==> src/rtl/sum_accum.sv <==
// -----------------------------------------------------------------------------
// sum_accum
//   Streaming block accumulator placed behind the 32-bit adder (eq_n). Sums up
//   to COUNT_MAX unsigned samples (or fewer, when in_last closes the block
//   early) into an ACC_WIDTH-bit register. It then presents the total, the
//   sample count and a sticky carry-out flag on a valid/ready output port.
//
//   Parameters must satisfy ACC_WIDTH >= WIDTH and COUNT_MAX >= 1.
//
// Ports
//   clk        rising-edge clock
//   rst_n      asynchronous active-low reset
//   in_valid   sample present
//   in_ready   block can accept a sample (ACC state, out of reset)
//   in_data    unsigned sample, WIDTH bits
//   in_last    sample closes the block early (qualified by the handshake)
//   out_valid  block result present (OUT state)
//   out_ready  consumer accepts the result
//   out_data   block total modulo 2^ACC_WIDTH
//   out_count  samples in the block, 1..COUNT_MAX
//   out_ovf    total carried out of ACC_WIDTH at least once
//
// state | meaning
// ------+--------------------------------------------------------------
// ACC   | collecting samples, in_ready=1, out_valid=0
// OUT   | result held on the output port until out_ready, in_ready=0
// -----------------------------------------------------------------------------
module sum_accum #(
    parameter int WIDTH     = 32,
    parameter int ACC_WIDTH = 40,
    parameter int COUNT_MAX = 8,
    localparam int CW       = $clog2(COUNT_MAX + 1)
) (
    input  logic                 clk,
    input  logic                 rst_n,
    input  logic                 in_valid,
    output logic                 in_ready,
    input  logic [WIDTH-1:0]     in_data,
    input  logic                 in_last,
    output logic                 out_valid,
    input  logic                 out_ready,
    output logic [ACC_WIDTH-1:0] out_data,
    output logic [CW-1:0]        out_count,
    output logic                 out_ovf
);

    typedef enum logic [0:0] {
        ST_ACC = 1'b0,
        ST_OUT = 1'b1
    } state_t;

    state_t               state;
    state_t               state_nxt;
    logic                 armed;
    logic [ACC_WIDTH-1:0] acc;
    logic [CW-1:0]        cnt;
    logic                 ovf;

    logic                 in_fire;
    logic                 out_fire;
    logic [CW-1:0]        cnt_inc;
    logic [ACC_WIDTH:0]   sum;
    logic                 block_end;

    assign in_fire   = in_valid & in_ready;
    assign out_fire  = out_valid & out_ready;
    assign cnt_inc   = cnt + CW'(1);
    // One extra bit on top catches the carry out of the accumulator.
    assign sum       = {1'b0, acc} + {{(ACC_WIDTH + 1 - WIDTH){1'b0}}, in_data};
    assign block_end = (cnt_inc == CW'(COUNT_MAX)) | in_last;

    // in_ready must stay low through reset and rise only on the first clock
    // after release, while the FSM itself resets straight into ACC.
    always_ff @(posedge clk or negedge rst_n) begin
        if (!rst_n) begin
            armed <= 1'b0;
        end else begin
            armed <= 1'b1;
        end
    end

    always_ff @(posedge clk or negedge rst_n) begin
        if (!rst_n) begin
            state <= ST_ACC;
        end else begin
            state <= state_nxt;
        end
    end

    always_comb begin
        state_nxt = state;
        case (state)
            ST_ACC: if (in_fire && block_end) state_nxt = ST_OUT;
            ST_OUT: if (out_ready)            state_nxt = ST_ACC;
            default:                          state_nxt = ST_ACC;
        endcase
    end

    always_comb begin
        in_ready  = 1'b0;
        out_valid = 1'b0;
        case (state)
            ST_ACC:  in_ready  = armed;
            ST_OUT:  out_valid = 1'b1;
            default: ;
        endcase
    end

    // acc/cnt/ovf freeze in OUT, so they double as the held result registers.
    always_ff @(posedge clk or negedge rst_n) begin
        if (!rst_n) begin
            acc <= '0;
            cnt <= '0;
            ovf <= 1'b0;
        end else if (in_fire) begin
            acc <= sum[ACC_WIDTH-1:0];
            cnt <= cnt_inc;
            ovf <= ovf | sum[ACC_WIDTH];
        end else if (out_fire) begin
            acc <= '0;
            cnt <= '0;
            ovf <= 1'b0;
        end
    end

    assign out_data  = acc;
    assign out_count = cnt;
    assign out_ovf   = ovf;

endmodule

==> config.mk <==
export PLATFORM = sky130hd
export DESIGN_NAME = sum_accum
export DESIGN_NICKNAME = d
export VERILOG_FILES = /design/src/rtl/sum_accum.sv
export SDC_FILE = /design/constraint.sdc
export NUM_CORES = 1
export LEC_CHECK = 0
export BUFFER_PORTS_ARGS = -buffer_cell sky130_fd_sc_hd__buf_2
export CORE_MARGIN = 4
export CORE_UTILIZATION = 55
export CTS_BUF_LIST = sky130_fd_sc_hd__clkbuf_8
export DETAILED_ROUTE_END_ITERATION = 6
export PLACE_DENSITY = 0.89
export SLEW_MARGIN = 20
export SYNTH_ARGS = -nofsm -noshare
export SYNTH_HDL_FRONTEND = slang
export SYNTH_SLANG_ARGS = --single-unit
export TNS_END_PERCENT = 5
==> constraint.sdc <==
create_clock -name clk -period 3.9 [get_ports clk]
set_input_delay 0 -clock clk [delete_from_list [all_inputs] [get_ports clk]]
set_output_delay 0 -clock clk [all_outputs]
set_load 0.02 [all_outputs]
==> summary.md <==
| Metric | Value |
|---|---|
| Status | `completed` |
| Final Instance Area | `roughly 0.0043 mm^2` |
| Placed instance area | `about 0.0042 mm^2` |
| Die area | `0.00820 mm^2` |
| Yosys cell types | `61` |
| H-Tree Depth | `2` |
| MaxCap Viol Count | `0` |
| Synth warnings | `0` |
| Path category of the worst min-delay check | `in2reg` |
| Worst-path maximum fanout | `5` |
| Worst r2r src | `out_data[1]` |
| Cts bufs inserted | `5` |
| Top cell type's share of synthesized area | `approximately a third` |
| Vias/cell | `6.13` |
| Worst setup path category | `reg2reg` |
| Setup TNS | `0 ns` |
| Core Footprint | `0.00649 mm^2` |
| CP required | `slightly above 4 ns` |
| Number of antenna violations at the first check in global routing | `0` |
| Max_slew headroom | `38.1%` |
| Die H | `about 91 um` |
| Pwr Density | `between 800 and 900 mW/mm^2` |
| Peak VDD IR | `between 0.3 and 0.4 mV` |
| Leak pwr | `2.09 nW` |
| Routed WL per cell | `between 15 and 20 um` |
| Largest net degree at the start of global routing | `between 60 and 70` |
| Fill count | `528` |
| Critical path endpoint category | `flip-flop` |
| Die width | `~90 um` |
| CP peak stage delay | `approximately 0.44 ns` |
| Crit path top cell by count | `a41oi_1` |
| FF-to-FF End | `out_data[39]` |
| Ys async rst share | `100%` |
| DRC | `0` |
| IO buf count | `between 80 and 90` |
| # setup viols final | `0` |
| Row count | `29` |
| CP cell instances | `ha_1, a211oi_1, o211ai_1, a41oi_1, a21oi_1, o21ai_1, nand2_1, a41oi_1, mux2i_1` |
| Slowest CP cell | `dfrtp_1` |
| Grt total ovfl | `0` |
| Yosys top cell by area | `dfrtp_1` |
| Initial Util | `just under 60%` |
| # IOs | `84` |
| Multi-input logic area | `between 0.002 and 0.0025 mm^2` |
| Vias in the first global route | `between 3,000 and 4,000` |
| Worst reg-to-reg path cell count | `9` |
| Startpoint types | `flip-flop` |
| Register area | `0.00118 mm^2` |
| Post-synth EDFFs | `0` |
| Power, Total | `~3.5 mW` |
| Least-Margin Pin Slew | `around 0.9 ns` |
| Synthesized Nets | `between 500 and 600` |
| Post-Synthesis Cells | `450` |
| HP Start | `in_data[0]` |
| Clock Sinks | `between 40 and 50` |
| Placed cells | `592` |
| Avg Inst Size Synth | `8.33 um^2` |
| Hold Crit Endpoint | `out_data[0]` |
| Max Clk Rate | `around 350 MHz` |
| ANT nets after route | `0` |
| First-pass GRT wire length | `roughly 16,000 um` |
| Cell count of the worst hold path | `4` |
| CTS tree | `built` |
| Area Overhead vs Synth | `14.8%` |
| Antenna Cells | `0` |
| Vias post-DR | `3,699` |
| All-Layer GR Usage | `around 23%` |
| Final Hold Viols | `0` |
| FF+latch count, synth | `47` |
| WP data arrival | `3.12 ns` |
| Initial DRC count | `245` |
| Layout cell share with drive strength beyond 1 | `just under 20%` |
| Hold Slack | `0.0370 ns` |
| Placer Congestion | `0.916` |
| Synth area leaders | `dfrtp_1, ha_1, nand3_1, a21oi_1, nand2_1` |
| Final wirelength | `~9600 um` |
| Ys flop type | `dfrtp_1` |
| Post-CTS setup buffer count | `0` |
| Drt first pass iters | `5` |
| Most common cell in the netlist | `nand2_1` |
| Mapped cell area | `~0.0037 mm^2` |
| Clock root cell | `clkbuf_8` |
| Fin. max-slew vios | `0` |
| RSZ-0062 raised after global routing | `false` |
| # nets final | `596` |
| Min Clock Period, post-route | `a little under 3 ns` |
| Clock transition at the registers of the reported paths | `0.10 ns` |
| Clock Tree Buf Depth | `2` |
| Skew final | `between 0.009 and 0.01 ns` |
| Final Non-Filler Cells | `603` |
| R2r setup slk | `approximately 1.0 ns` |
| Seq/Total Area, Yosys | `31.4%` |
| Worst-skew pair later-pin latency | `around 0.31 ns` |
| DP Wirelength | `~7100 um` |
| Top cells by count, synth | `nand2_1, dfrtp_1, nand3_1, a21oi_1, ha_1` |
| Final period utilization | `between 70% and 80%` |
[worst max path at each step]
stage	startpoint	end	slack, ns	depth (start not counted)
2_1_floorplan	out_data[0]	out_data[28]	1.27	10
3_3_place_gp	out_data[0]	out_data[28]	1.19	10
3_5_place_dp	out_data[0]	out_data[28]	1.04	10
4_1_cts	out_data[0]	out_data[28]	1.01	10
5_1_grt	out_data[0]	out_data[28]	0.80	10
6_report	out_data[1]	out_data[39]	1.01	9
[layout by cell type (no fill, tap or decap), types with 5 or more instances in the layout]
cell type,n
clkbuf_8,5
nand3_1,40
mux2i_1,7
o211ai_1,5
nand2_1,50
buf_2,82
a31oi_1,6
ha_1,33
xnor2_1,16
o21ai_1,17
nand4_1,8
o21ai_0,32
xor2_1,11
o31ai_1,5
dfrtp_1,47
o21bai_1,5
nor3_1,7
nor2_1,25
a21o_1,7
o21a_1,5
a21oi_1,39
inv_1,10
[registers in the layout (all words and copies together) (netlist names)]
name / flops
state: 1
out_data: 40
out_ovf: 1
out_count: 4
armed: 1
[stage by stage]
stage / util [%] / setup WS (ns)
CTS: 66.1 / 1.01
detailed placement: 64.3 / 1.04
global route: 66.2 / 0.798
floorplan: - / 1.27
global placement: 64.3 / 1.19
finish: 66.2 / 1.01
[metal layers]
metal / vias to the layer above / GRT usage, % / wire length, um
met4: 0 / 3.83 / 68
met2: 139 / 40.6 / 4660
li1: 1805 / - / -
met5: - / 0 / 0
met3: 9 / 3.92 / 567
met1: 1746 / 30.1 / 4300
[timing repair]
item / in CTS / in global routing
hold buffers: 3 / 0
resized for setup: 0 / 0
endpoints found under the hold margin: 48 / 0
[power by group]
part	leakage, nW	internal [mW]	switching [mW]
clock	0.0402	0.125	0.184
sequential	0.597	0.678	0.184
combinational	1.46	0.895	1.42
total	2.09	1.70	1.78
[final cells by class]
cell class              count  share of cell area (%)
repair buffers             87                    10.6
multi-input cells         374                    56.9
clock inverters             3                   0.465
inverters                  10                   0.873
well taps                  77                    2.24
flip-flops and latches     47                    27.3
clock buffers               5                    1.60
[cell families after synthesis]
kind of cell,Yosys count,share of synthesized area [%]
other cells,1,0.100
flops,47,31.4
buf+inv,29,3.51
simple gates,155,20.2
mux,7,1.87
compound gates,150,25.1
fa+ha+maj,34,11.6
xor+xnor,27,6.31
[critical path, delay by kind of cell, from the launching register on]
kind | cells | cell delay, ns
simple gates | 1 | 0.18
mux | 1 | 0.21
fa+ha+maj | 1 | 0.31
compound gates | 6 | 1.69
flops | 1 | 0.44
Note: power is estimated with default switching activity, not from simulation.
